--- config.mk ---
export PLATFORM = sky130hd
export DESIGN_NAME = noc_local_tx_flat
export DESIGN_NICKNAME = d
export VERILOG_FILES = /design/src/rtl/noc_local_tx_if.sv /design/src/rtl/noc_local_tx.sv /design/src/flat_wrapper.sv
export SDC_FILE = /design/constraint.sdc
export NUM_CORES = 1
export LEC_CHECK = 0
export BUFFER_PORTS_ARGS = -buffer_cell sky130_fd_sc_hd__buf_2
export CORE_MARGIN = 1.5
export CORE_UTILIZATION = 48
export CTS_CLUSTER_DIAMETER = 30
export CTS_CLUSTER_SIZE = 40
export DETAILED_ROUTE_END_ITERATION = 8
export PLACE_DENSITY = 0.86
export SLEW_MARGIN = 10
export SYNTH_ARGS = -nofsm -noshare
export SYNTH_HDL_FRONTEND = slang
export SYNTH_SLANG_ARGS = --single-unit
--- constraint.sdc ---
create_clock -name clk -period 1.65 [get_ports clk]
set_input_delay 0.165 -clock clk [delete_from_list [all_inputs] [get_ports clk]]
set_output_delay 0.165 -clock clk [all_outputs]
set_load 0.02 [all_outputs]
--- src/rtl/noc_local_tx_if.sv ---
// Local-port bundle: packet command, payload stream and 4-phase link to the switch.
interface noc_local_tx_if #(
  parameter int WIDTH   = 32,
  parameter int COORD_W = 4,
  parameter int LEN_W   = 8
);
  logic               cmd_valid;
  logic [COORD_W-1:0] cmd_dst_x;
  logic [COORD_W-1:0] cmd_dst_y;
  logic [LEN_W-1:0]   cmd_len;
  logic               cmd_ready;
  logic               pay_valid;
  logic [WIDTH-3:0]   pay_data;
  logic               pay_ready;
  logic               req_o;
  logic [WIDTH-1:0]   flit_o;
  logic               ack_i;

  // Transmitter view
  modport slave (
    input  cmd_valid, cmd_dst_x, cmd_dst_y, cmd_len,
    output cmd_ready,
    input  pay_valid, pay_data,
    output pay_ready,
    output req_o, flit_o,
    input  ack_i
  );

  // Core / switch view
  modport master (
    output cmd_valid, cmd_dst_x, cmd_dst_y, cmd_len,
    input  cmd_ready,
    output pay_valid, pay_data,
    input  pay_ready,
    input  req_o, flit_o,
    output ack_i
  );
endinterface

--- src/rtl/noc_local_tx.sv ---
// Local-port packet transmitter: head/body/tail serialisation over a 4-phase req/ack link.
module noc_local_tx #(
  parameter int WIDTH     = 32,
  parameter int COORD_W   = 4,
  parameter int LocationX = 0,
  parameter int LocationY = 0,
  parameter int LEN_W     = 8,
  parameter int SETUP_CYC = 2
) (
  input  logic          clk,
  input  logic          reset,
  input  logic          gen_enable,
  noc_local_tx_if.slave lp,
  output logic          busy,
  output logic [15:0]   pkt_count
);

  localparam int HDR_W  = 2 + 4 * COORD_W;
  localparam int LENF_W = WIDTH - HDR_W;
  localparam logic [3:0] SETUP_LAST = 4'(SETUP_CYC - 1);

  typedef enum logic [1:0] {P_IDLE, P_HEAD, P_BODY, P_TAIL} pkt_state_t;
  typedef enum logic [1:0] {L_IDLE, L_SETUP, L_REQ, L_RTZ} link_state_t;

  pkt_state_t         p_state_q, p_state_d;
  link_state_t        l_state_q, l_state_d;
  logic [COORD_W-1:0] dst_x_q, dst_x_d;
  logic [COORD_W-1:0] dst_y_q, dst_y_d;
  logic [LEN_W-1:0]   len_q, len_d;
  logic [LEN_W-1:0]   rem_q, rem_d;
  logic [3:0]         setup_cnt_q, setup_cnt_d;
  logic [WIDTH-1:0]   flit_q, flit_d;
  logic               req_q, req_d;
  logic               busy_q, busy_d;
  logic               idle_q, idle_d;
  logic [15:0]        cnt_q, cnt_d;
  logic               ack_meta_q, ack_s_q;

  logic cmd_accept;
  logic need_pay;
  logic load;
  logic pay_take;
  logic flit_done;

  // cmd_ready gates a registered idle flag so it stays low throughout reset
  assign lp.cmd_ready = gen_enable & idle_q;
  assign cmd_accept   = lp.cmd_valid & lp.cmd_ready;
  assign need_pay     = (p_state_q == P_BODY) || (p_state_q == P_TAIL);
  assign load         = (l_state_q == L_IDLE) && (p_state_q != P_IDLE) && (!need_pay || lp.pay_valid);
  assign pay_take     = (l_state_q == L_IDLE) && need_pay && lp.pay_valid;
  assign flit_done    = (l_state_q == L_RTZ) && !ack_s_q;

  assign lp.pay_ready = pay_take;
  assign lp.req_o     = req_q;
  assign lp.flit_o    = flit_q;
  assign busy         = busy_q;
  assign pkt_count    = cnt_q;

  // Packet sequencing: advances one flit each time the link completes a 4-phase cycle
  always_comb begin
    p_state_d = p_state_q;
    dst_x_d   = dst_x_q;
    dst_y_d   = dst_y_q;
    len_d     = len_q;
    rem_d     = rem_q;
    busy_d    = busy_q;
    cnt_d     = cnt_q;
    case (p_state_q)
      P_IDLE: begin
        if (cmd_accept) begin
          dst_x_d   = lp.cmd_dst_x;
          dst_y_d   = lp.cmd_dst_y;
          len_d     = lp.cmd_len;
          rem_d     = lp.cmd_len;
          busy_d    = 1'b1;
          p_state_d = P_HEAD;
        end
      end
      P_HEAD: begin
        if (flit_done) begin
          if (len_q == '0) begin
            p_state_d = P_IDLE;
            busy_d    = 1'b0;
            cnt_d     = cnt_q + 16'd1;
          end else if (rem_q > LEN_W'(1)) begin
            p_state_d = P_BODY;
          end else begin
            p_state_d = P_TAIL;
          end
        end
      end
      P_BODY: begin
        if (pay_take) begin
          rem_d = rem_q - LEN_W'(1);
        end
        if (flit_done) begin
          p_state_d = (rem_q > LEN_W'(1)) ? P_BODY : P_TAIL;
        end
      end
      P_TAIL: begin
        if (flit_done) begin
          p_state_d = P_IDLE;
          busy_d    = 1'b0;
          cnt_d     = cnt_q + 16'd1;
        end
      end
      default: p_state_d = P_IDLE;
    endcase
    idle_d = (p_state_d == P_IDLE);
  end

  // Link handshake: load, setup margin, req high until ack, return to zero
  always_comb begin
    l_state_d   = l_state_q;
    setup_cnt_d = setup_cnt_q;
    flit_d      = flit_q;
    req_d       = req_q;
    case (l_state_q)
      L_IDLE: begin
        if (load) begin
          case (p_state_q)
            P_HEAD:  flit_d = {(len_q == '0) ? 2'b11 : 2'b01, dst_x_q, dst_y_q,
                               COORD_W'(LocationX), COORD_W'(LocationY), LENF_W'(len_q)};
            P_BODY:  flit_d = {2'b00, lp.pay_data};
            P_TAIL:  flit_d = {2'b10, lp.pay_data};
            default: flit_d = flit_q;
          endcase
          setup_cnt_d = '0;
          l_state_d   = L_SETUP;
        end
      end
      L_SETUP: begin
        if (setup_cnt_q == SETUP_LAST) begin
          req_d     = 1'b1;
          l_state_d = L_REQ;
        end else begin
          setup_cnt_d = setup_cnt_q + 4'd1;
        end
      end
      L_REQ: begin
        if (ack_s_q) begin
          req_d     = 1'b0;
          l_state_d = L_RTZ;
        end
      end
      L_RTZ: begin
        if (!ack_s_q) begin
          l_state_d = L_IDLE;
        end
      end
      default: l_state_d = L_IDLE;
    endcase
  end

  // State registers and ack synchroniser
  always_ff @(posedge clk or negedge reset) begin
    if (!reset) begin
      p_state_q   <= P_IDLE;
      l_state_q   <= L_IDLE;
      dst_x_q     <= '0;
      dst_y_q     <= '0;
      len_q       <= '0;
      rem_q       <= '0;
      setup_cnt_q <= '0;
      flit_q      <= '0;
      req_q       <= 1'b0;
      busy_q      <= 1'b0;
      idle_q      <= 1'b0;
      cnt_q       <= '0;
      ack_meta_q  <= 1'b0;
      ack_s_q     <= 1'b0;
    end else begin
      p_state_q   <= p_state_d;
      l_state_q   <= l_state_d;
      dst_x_q     <= dst_x_d;
      dst_y_q     <= dst_y_d;
      len_q       <= len_d;
      rem_q       <= rem_d;
      setup_cnt_q <= setup_cnt_d;
      flit_q      <= flit_d;
      req_q       <= req_d;
      busy_q      <= busy_d;
      idle_q      <= idle_d;
      cnt_q       <= cnt_d;
      ack_meta_q  <= lp.ack_i;
      ack_s_q     <= ack_meta_q;
    end
  end

endmodule
--- src/flat_wrapper.sv ---
// flat-port wrapper written by rule: the top's interface ports become plain ports
module noc_local_tx_flat 
#(
  parameter int WIDTH     = 32,
  parameter int COORD_W   = 4,
  parameter int LocationX = 0,
  parameter int LocationY = 0,
  parameter int LEN_W     = 8,
  parameter int SETUP_CYC = 2
)
  (clk, reset, gen_enable, busy, pkt_count, lp_cmd_valid, lp_cmd_dst_x, lp_cmd_dst_y, lp_cmd_len, lp_cmd_ready, lp_pay_valid, lp_pay_data, lp_pay_ready, lp_req_o, lp_flit_o, lp_ack_i);
  noc_local_tx_if #(.WIDTH(WIDTH), .COORD_W(COORD_W), .LEN_W(LEN_W)) lp_i ();
  input  logic clk;
  input  logic reset;
  input  logic gen_enable;
  output logic busy;
  output logic [15:0] pkt_count;
  input wire logic [$bits(lp_i.cmd_valid)-1:0] lp_cmd_valid;
  input wire logic [$bits(lp_i.cmd_dst_x)-1:0] lp_cmd_dst_x;
  input wire logic [$bits(lp_i.cmd_dst_y)-1:0] lp_cmd_dst_y;
  input wire logic [$bits(lp_i.cmd_len)-1:0] lp_cmd_len;
  output wire logic [$bits(lp_i.cmd_ready)-1:0] lp_cmd_ready;
  input wire logic [$bits(lp_i.pay_valid)-1:0] lp_pay_valid;
  input wire logic [$bits(lp_i.pay_data)-1:0] lp_pay_data;
  output wire logic [$bits(lp_i.pay_ready)-1:0] lp_pay_ready;
  output wire logic [$bits(lp_i.req_o)-1:0] lp_req_o;
  output wire logic [$bits(lp_i.flit_o)-1:0] lp_flit_o;
  input wire logic [$bits(lp_i.ack_i)-1:0] lp_ack_i;
  assign lp_i.cmd_valid = lp_cmd_valid;
  assign lp_i.cmd_dst_x = lp_cmd_dst_x;
  assign lp_i.cmd_dst_y = lp_cmd_dst_y;
  assign lp_i.cmd_len = lp_cmd_len;
  assign lp_cmd_ready = lp_i.cmd_ready;
  assign lp_i.pay_valid = lp_pay_valid;
  assign lp_i.pay_data = lp_pay_data;
  assign lp_pay_ready = lp_i.pay_ready;
  assign lp_req_o = lp_i.req_o;
  assign lp_flit_o = lp_i.flit_o;
  assign lp_i.ack_i = lp_ack_i;
  noc_local_tx #(.WIDTH(WIDTH), .COORD_W(COORD_W), .LocationX(LocationX), .LocationY(LocationY), .LEN_W(LEN_W), .SETUP_CYC(SETUP_CYC)) u_core (.clk(clk), .reset(reset), .gen_enable(gen_enable), .lp(lp_i), .busy(busy), .pkt_count(pkt_count));
endmodule
### Word-level counts from Yosys, hierarchy flattened

Cells that the tools add are included.

* add/subtract/negate cells: 3
* order comparisons: 1
* eq/ne operators: 17
* muxes and demuxes: 32
* bitwise logic cells: 2
* reductions and logical operators: 28

Operators with widths (count)
* $pmux W32 S3: 1
* $mux W16: 3
* $pmux W16 S2: 1
* $mux W2: 10
* $add A16 B1 Y16 const B: 1
* $mux W8: 2
* $pmux W2 S4: 2
* $pmux W8 S2: 1
* $ne A2 B1 Y1 const B: 7
* $reduce_and A3 Y1: 4
* $reduce_bool A2 Y1: 5
* $eq A2 B2 Y1 const B: 4
* $gt A8 B1 Y1 const B: 1
* $logic_not A8 Y1: 1
* $mux W4: 2
* $pmux W4 S2: 1
* $reduce_and A4 Y1: 2
* $sub A8 B1 Y8 const B: 1
* $mux W1: 7
* $logic_not A2 Y1: 3
* $ne A2 B2 Y1 const B: 3
* $reduce_bool A3 Y1: 2
* $logic_and A1 B1 Y1: 5
* $reduce_and A5 Y1: 1
* 9 further kinds: 13

* register bits: 85
* bits of input ports: 52
* output and inout bits: 52
* logic and storage cells: 97

### Logic depth before layout (Yosys ltp)

Gate-level depths: netlist of run 1.

* word-level depth: 7
* mapped depth: 7
* mapped depth without buffers: 6

### Least setup slack after synthesis of run 1

OpenSTA, ideal clock, no wires.

* kind: register to register
* from: reg u_core.rem_q[0]
* to: reg u_core.rem_q[6]
* library setup time: 0.124 ns
* arrival: 1.508 ns
* required time: 1.526 ns
* slack: 0.018 ns
* stages on the path, launching flop included: 7
* path buffers: 0
* clock period less this slack: 1.632 ns
* cells stage by stage: dfrtp_1 -> inv_1 -> ha_1 -> or3b_2 -> nor3_1 -> o21ai_0 -> o2bb2ai_1

* word-level cells in the longest chain between the ends: 3

Ends and longest elaborated chain
* start: declaration: RTL line noc_local_tx.sv:30 `logic [LEN_W-1:0] rem_q, rem_d;`
* start signal: assignment: RTL line noc_local_tx.sv:178 `rem_q <= rem_d;`
* $sub A8 B1 Y8: RTL line noc_local_tx.sv:94 `rem_d = rem_q - LEN_W'(1);`
* $mux W8: RTL line noc_local_tx.sv:93 `if (pay_take) begin`
* $pmux W8 S2: RTL line noc_local_tx.sv:68 `case (p_state_q)`

Every way passes these cells. The select of a mux whose other input is x is not followed.
A chain may end at the register's enable or synchronous reset.

### Worst setup path in the final report of run 1

* from: reg u_core.len_q[7]
* to: reg u_core.cnt_q[7], in the netlist u_core.pkt_count[7]

* word-level cells in the longest chain between the ends: 3

Ends and longest elaborated chain
* start: declaration: RTL line noc_local_tx.sv:29 `logic [LEN_W-1:0] len_q, len_d;`
* start signal: assignment: RTL line noc_local_tx.sv:177 `len_q <= len_d;`
* $logic_not A8 Y1: RTL line noc_local_tx.sv:81 `if (len_q == '0) begin`
* $ne A2 B1 Y1 (no source line)
* $reduce_and A4 Y1 (no source line)
* end signal: assignment: RTL line noc_local_tx.sv:184 `cnt_q <= cnt_d;`
* end: declaration: RTL line noc_local_tx.sv:36 `logic [15:0] cnt_q, cnt_d;`

Every way passes these cells.

==> results_tabular.tex, run 1 <==
\begin{tabular}{lr}
\hline
Metric & Value \\
\hline
\multicolumn{2}{l}{\textbf{Status}} \\
\quad Result of the run & completed \\
\multicolumn{2}{l}{\textbf{STA}} \\
\quad Normalized max-slew margin & 0.688 \\
\quad Fin crit period & approximately 1600 ps \\
\quad Transition time of the tightest slew-check pin & 463 ps \\
\quad RSZ-0062 raised after global routing & true \\
\quad Final hold viol count & 0 \\
\quad Fmax & 607 MHz \\
\quad Final cycle utilization of the critical path & 0.999 \\
\quad Clock Skews & about 13 ps \\
\quad Final number of max-transition violations & 0 \\
\quad Number of setup violations in the final report & 0 \\
\multicolumn{2}{l}{\textbf{Synthesis}} \\
\quad Yosys warning count & 0 \\
\quad Prevailing post-synth register cell & dfrtp\_1 \\
\quad Most frequent cell after synthesis & dfrtp\_1 \\
\quad Netlist area before placement & $\sim$0.0040 mm² \\
\quad Number of enable-type register cells in the synthesized netlist & 0 \\
\quad Synth Register Bits & 85 \\
\quad Cell accounting for the most synthesized area & dfrtp\_1 \\
\quad Number of unique standard cell types used by synthesis & 47 \\
\quad Share of the synthesized area in the top cell type & 0.532 \\
\quad Cell types with the highest counts after synthesis & dfrtp\_1 (85), nand2\_1 (29), o21ai\_0 (27), mux2i\_1 (21), mux2\_2 (18) \\
\quad Sequential-to-total area share from yosys stat & 0.532 \\
\quad Total nets after synthesis & 404 \\
\quad Mean instance size in the synthesized netlist & 11.6 µm² \\
\quad Post-synthesis async set-or-reset flop share & 1.00 \\
\quad Cells after Synth & 343 \\
\quad Top cells by area, synth & dfrtp\_1 (53\%), mux2i\_1 (5.3\%), mux2\_2 (5.1\%) \\
\multicolumn{2}{l}{\textbf{Clock tree}} \\
\quad CTS clock-pin slew for the worst setup and hold paths & 90 ps \\
\quad Clock Latency Late Sink & 350 ps \\
\quad Clock Tree Buf Depth & 2 \\
\quad Cell at the root of the clock tree & clkbuf\_8 \\
\quad Sink Count & 85 \\
\quad H-Tree Level Count & 3 \\
\quad CTS tree & yes \\
\quad Cts bufs inserted & 9 \\
\multicolumn{2}{l}{\textbf{Global route}} \\
\quad Residual overflow from global routing & 0 \\
\quad Total track usage & 0.222 \\
\quad Maximum number of pins on one net before global-route repair & between 40 and 50 \\
\quad Antenna violations before repair & 0 \\
\quad First-pass GRT wire length & about 15,000 µm \\
\quad Number of global-route vias before repair & 3,192 \\
\multicolumn{2}{l}{\textbf{Routing}} \\
\quad Total vias in the final route & 3,195 \\
\quad Count of nets left with antenna violations after detail routing & 0 \\
\quad Post-detailed-route DRC marker count & 0 \\
\quad Routed wire length & 10,300 µm \\
\quad Detailed-route vias per instance & 5.46 \\
\quad Number of design-rule violations left by the first detailed-router iteration & 190 \\
\quad Wirelength per Cell & 17.5 µm \\
\quad Detailed Routing Iterations Pass 1 & 6 \\
\multicolumn{2}{l}{\textbf{Placement}} \\
\quad Placer Congestion & 0.816 \\
\quad Post-DP Area & $\sim$0.0047 mm² \\
\quad Hpwl dp & 6790 µm \\
\quad Total placed cells including tap cells & between 500 and 600 \\
\quad Port Buffers & 103 \\
\multicolumn{2}{l}{\textbf{Floorplanning}} \\
\quad Width of the chip & 94.2 µm \\
\quad Die outline area & 0.00888 mm² \\
\quad Cell row count & 33 \\
\quad Top-level port count & 104 \\
\quad Initial standard-cell utilization of the core & 0.491 \\
\quad Die height & 94.2 µm \\
\quad Standard cell core area & 0.00813 mm² \\
\multicolumn{2}{l}{\textbf{Critical path}} \\
\quad Required time at the worst-slack endpoint & 1920 ps \\
\quad Worst-case reg-to-reg path depth & 5 \\
\quad Setup slack of the worst register-to-register path & 2 ps \\
\quad CP Class & flip-flop to flip-flop \\
\quad Critical Path Slowest Stage Cell & dfrtp\_1 \\
\quad Max stage delay on crit path & 440 ps \\
\quad Cell breakdown of the critical path & nor4\_4, a21oi\_4, buf\_4, nor3b\_2, xor2\_1 \\
\quad Top fanout value on the critical path & 5 \\
\quad Crit. End Element & flip-flop \\
\quad Worst EP arrival & approximately 1900 ps \\
\quad Worst Setup Start Kind & flip-flop \\
\multicolumn{2}{l}{\textbf{Layout}} \\
\quad NumNets Final & 536 \\
\quad Fraction of layout cells with a size suffix above 1 & 0.406 \\
\quad Number of standard cells in the layout, taps in and fillers out & around 590 \\
\quad Layout Cell Area excl Fill & around 0.0052 mm² \\
\quad Inserted Diodes & 0 \\
\quad Area overhead of the layout relative to synthesis & 30.3\% \\
\multicolumn{2}{l}{\textbf{Worst hold path}} \\
\quad Tightest Hold Check Type & primary input to flip-flop \\
\quad Hold Crit Depth & 2 \\
\multicolumn{2}{l}{\textbf{Pwr}} \\
\quad Pwr Density & about 1800 mW/mm² \\
\quad Static leakage & 2.59 nW \\
\quad VDD IR-drop max & 0.729 mV \\
\multicolumn{2}{l}{\textbf{Flow run}} \\
\quad MaxCap Viol Count & 0 \\
\hline
\end{tabular}
-- critical path: cells and delay by family, from the launching register on --
kind            cells  cell delay [ps]
buf+inv             1              180
simple gates        2              610
compound gates      1              170
xor+xnor            1              170
flops               1              440
-- worst paths after layout --
| check | from | endpoint |
|---|---|---|
| max | u_core.len_q[7] | u_core.pkt_count[7] |
| min | lp_pay_data[20] | u_core.lp.flit_o[20] |
| max reg2reg | u_core.len_q[7] | u_core.pkt_count[7] |
| min reg2reg | u_core.ack_meta_q | u_core.ack_s_q |
| max in group asynchronous | reset | u_core.p_state_q[1] |
| min in group asynchronous | reset | u_core.setup_cnt_q[1] |
-- state kept, by name (all words and copies together) (netlist names), 4 cells and up --
| name | flops |
|---|---|
| u_core.lp.flit_o | 32 |
| u_core.pkt_count | 16 |
| u_core.dst_y_q | 4 |
| u_core.len_q | 8 |
| u_core.dst_x_q | 4 |
| u_core.setup_cnt_q | 4 |
| u_core.rem_q | 8 |
-- per-layer routing --
metal  wire (µm)  GRT usage
met2        5170      0.362
met3         477     0.0307
met4         255      0.119
met1        4360      0.284
met5           0          0
-- layout make-up --
type,count,area [µm²]
clock buffers,11,131
inverters,9,33.8
multi-input cells,233,1830
fillers,624,2930
clock inverters,5,83.8
flip-flops and latches,85,2130
repair buffers,137,868
well taps,105,131
-- per-stage QoR --
step	power (mW)	utilization	setup slack, ps	setup TNS [ps]	hold WS [ps]
after global routing	9.76	0.640	-59.9	-435	29.2
final	9.20	0.640	2.12	0	29.3
after detailed placement	7.05	0.582	-26.1	-26.1	114
after floorplan	5.84	-	18.2	0	-131
after global placement	6.83	0.582	94.9	0	113
after CTS	8.81	0.621	16.7	0	14.7
-- where the power goes --
part	total (mW)	internal, mW	switching (mW)
sequential	3.47	2.81	0.661
clock	1.59	0.860	0.734
combinational	4.14	1.90	2.24
total	9.20	5.56	3.64
-- cell usage in the layout (no fill, tap or decap), types with 6 or more instances in the layout --
master     instances
nand2_1           28
clkbuf_8           9
buf_2            101
buf_4             26
a22o_1            16
inv_1              6
ha_1               7
nand3_1           10
mux2_2            18
o2bb2ai_1          6
xor2_1             8
o21ai_0           27
dfrtp_1           84
xnor2_1            7
nor2_1            11
a21oi_1           11
mux2i_1           21
-- timing repair --
action                                 in CTS  in global routing
setup endpoints to repair                   2                 35
resized for setup                          12                 18
hold buffers                                2                  0
endpoints found under the hold margin      28                  0
gates cloned                                0                  2
pin swaps                                   1                  7
setup buffers                               5                  5
-- kinds of logic (layout without fill, tap and decap cells) --
group / Yosys count / in the layout / synth area share
buffers and inverters: 25 / 162 / 0.0341
AO/OA/AOI/OAI: 77 / 77 / 0.131
flip-flops: 85 / 85 / 0.532
XOR/XNOR: 15 / 15 / 0.0329
multiplexers: 39 / 39 / 0.103
adder cells (fa/ha/maj): 9 / 9 / 0.0282
AND/OR/NAND/NOR: 93 / 93 / 0.138
Note: power is estimated with default switching activity, not from simulation.
==> run 2, diff against run 1 <==
==> constraint.sdc (replaced) <==
create_clock -name clk -period 1.65 [get_ports clk]
set_input_delay 0.2475 -clock clk [delete_from_list [all_inputs] [get_ports clk]]
set_output_delay 0.2475 -clock clk [all_outputs]
set_load 0.02 [all_outputs]
==> results_tabular.tex, run 2 (synthesized netlist as in run 1, its figures left out) <==
\begin{tabular}{lr}
\hline
Metric & Value \\
\hline
\multicolumn{2}{l}{\textbf{Floorplanning}} \\
\quad Width of the chip & 94.2 µm \\
\quad Standard cell core area & 0.00813 mm² \\
\quad Initial standard-cell utilization of the core & 0.491 \\
\quad Die height & 94.2 µm \\
\quad Top-level port count & 104 \\
\quad Die outline area & 0.00888 mm² \\
\quad Cell row count & 33 \\
\multicolumn{2}{l}{\textbf{Clock tree}} \\
\quad Sink Count & 85 \\
\quad H-Tree Level Count & 3 \\
\quad Clock Tree Buf Depth & 2 \\
\quad CTS clock-pin slew for the worst setup and hold paths & 90 ps \\
\quad Clock Latency Late Sink & 350 ps \\
\quad CTS tree & yes \\
\quad Cts bufs inserted & 9 \\
\quad Cell at the root of the clock tree & clkbuf\_8 \\
\multicolumn{2}{l}{\textbf{Global route}} \\
\quad Total track usage & 0.220 \\
\quad Antenna violations before repair & 0 \\
\quad Maximum number of pins on one net before global-route repair & 48 \\
\quad Residual overflow from global routing & 0 \\
\quad Number of global-route vias before repair & 3,086 \\
\quad First-pass GRT wire length & approximately 15,000 µm \\
\multicolumn{2}{l}{\textbf{Routing}} \\
\quad Met3 wire len & approximately 470 µm \\
\quad Wire length on met2 & 4740 µm \\
\quad Met1 Wirelength & around 4200 µm \\
\quad Wirelength per Cell & $\sim$16 µm \\
\quad Number of design-rule violations left by the first detailed-router iteration & 128 \\
\quad Highest metal layer with signal wires & met4 \\
\quad Post-detailed-route DRC marker count & 0 \\
\quad Routed wire length & 9550 µm \\
\quad Count of nets left with antenna violations after detail routing & 0 \\
\quad Detailed-route vias per instance & 5.45 \\
\quad Total vias in the final route & 3,173 \\
\quad Detailed Routing Iterations Pass 1 & 4 \\
\multicolumn{2}{l}{\textbf{Critical path}} \\
\quad Destination of the worst register-to-register timing path & u\_core.pkt\_count[15] \\
\quad Worst EP arrival & 1920 ps \\
\quad Worst-case reg-to-reg path depth & 5 \\
\quad Required time at the worst-slack endpoint & 1920 ps \\
\quad Crit. End Element & flip-flop \\
\quad Setup slack of the worst register-to-register path & 6 ps \\
\quad Top fanout value on the critical path & 7 \\
\quad CP Class & flip-flop to flip-flop \\
\quad Critical R2R Launch & u\_core.l\_state\_q[1] \\
\quad Worst Setup Start Kind & flip-flop \\
\multicolumn{2}{l}{\textbf{STA}} \\
\quad Final worst-path setup slack & 5.80 ps \\
\quad Final hold viol count & 0 \\
\quad Clock Skews & between 8 and 9 ps \\
\quad Final number of max-transition violations & 0 \\
\quad Transition time of the tightest slew-check pin & 489 ps \\
\quad Fmax & 608 MHz \\
\quad Fin crit period & 1640 ps \\
\quad Normalized max-slew margin & 0.671 \\
\quad Number of setup violations in the final report & 0 \\
\quad RSZ-0062 raised after global routing & true \\
\quad Final cycle utilization of the critical path & 0.996 \\
\multicolumn{2}{l}{\textbf{Layout}} \\
\quad Number of flip-flops in the largest register & 32 \\
\quad Fill cell total of the finished layout & slightly above 600 \\
\quad Inserted Diodes & 0 \\
\quad Fraction of layout cells with a size suffix above 1 & 0.405 \\
\quad Layout Utilization & 0.633 \\
\quad Layout Cell Area excl Fill & 0.00514 mm² \\
\quad Most common cell after layout, fill and taps aside & buf\_2 \\
\quad NumNets Final & 533 \\
\quad Leading cell types in the layout, fill and taps excluded & buf\_2 (101), dfrtp\_1 (83), nand2\_1 (28) \\
\quad Area overhead of the layout relative to synthesis & 28.8\% \\
\multicolumn{2}{l}{\textbf{Placement}} \\
\quad Post-DP Area & 0.00476 mm² \\
\quad Placer Congestion & 0.834 \\
\quad Post-Place Worst Slack & 10.0 ps \\
\quad Hpwl dp & about 6800 µm \\
\quad Port Buffers & 103 \\
\multicolumn{2}{l}{\textbf{Status}} \\
\quad Result of the run & completed \\
\multicolumn{2}{l}{\textbf{Pwr}} \\
\quad Final Power & 9.11 mW \\
\quad Static leakage & around 2.6 nW \\
\quad VDD IR-drop max & 0.723 mV \\
\quad Pwr Density & 1770 mW/mm² \\
\multicolumn{2}{l}{\textbf{Flow run}} \\
\quad MaxCap Viol Count & 0 \\
\multicolumn{2}{l}{\textbf{Worst hold path}} \\
\quad WHS Endpoint & u\_core.lp.flit\_o[8] \\
\quad Origin of the worst min-delay path & lp\_pay\_data[8] \\
\quad Hold Crit Depth & 2 \\
\quad Tightest Hold Check Type & primary input to flip-flop \\
\hline
\end{tabular}
[run 2: cell count changes in the layout (fill, tap and decap cells not counted), sizes merged]
cell	change
clkbuf	-2
buf	-1
bufinv	+1
clkinvlp	-1
[run 2: layer usage]
metal	track usage	up-vias
li1	-	1505
met1	0.288	1551
met2	0.353	101
met3	0.0542	16
met4	0.0808	0
met5	0	-
[run 2: cell type report]
class	count	area [µm²]	area share
clock buffer	11	141	0.0275
clock inverter	5	106	0.0207
inverter	9	33.8	0.00657
multi-input combinational	233	1790	0.348
sequential	85	2130	0.414
tap	105	131	0.0255
timing repair buffer	134	812	0.158
[run 2: worst max-delay path by stage]
stage               cells after the start  slack [ps]                start                    to
finish                                  5           6  u_core.l_state_q[1]  u_core.pkt_count[15]
global route                            5         -50  u_core.l_state_q[1]   u_core.pkt_count[7]
CTS                                     5          10  u_core.l_state_q[1]          lp_pay_ready
detailed placement                      6          10      u_core.rem_q[1]       u_core.rem_q[6]
global placement                        6          90      u_core.rem_q[1]       u_core.rem_q[6]
floorplan                               6          20      u_core.rem_q[0]       u_core.rem_q[6]
[run 2: what timing repair did]
item                                    4_1_cts  5_1_grt
endpoints found under the setup margin        2       33
pin swaps                                     1        2
hold buffers                                  2        0
hold endpoints to repair                     28        0
resized for setup                             7       14
setup buffers                                 3        2
[run 2: critical path: stages, from the launching register on]
cell	delay, ps
dfrtp_1	420
ha_2	250
and3b_2	240
nand4_4	200
nor4_4	280
xor2_1	170
[run 2: report_power, final]
| part | switching (mW) | internal, mW |
|---|---|---|
| Clock | 0.748 | 1.05 |
| Sequential | 0.647 | 2.81 |
| Combinational | 2.10 | 1.75 |
| Total | 3.49 | 5.62 |
[run 2: per-stage QoR]
stage / TNS [ps] / hold slack, ps / std cells
finish: 0 / 113 / 582
global route: -234 / 99.5 / 582
CTS: 0 / 95.6 / 580
detailed placement: 0 / 205 / 559
global placement: 0 / 206 / 559
floorplan: 0 / -48.1 / 343
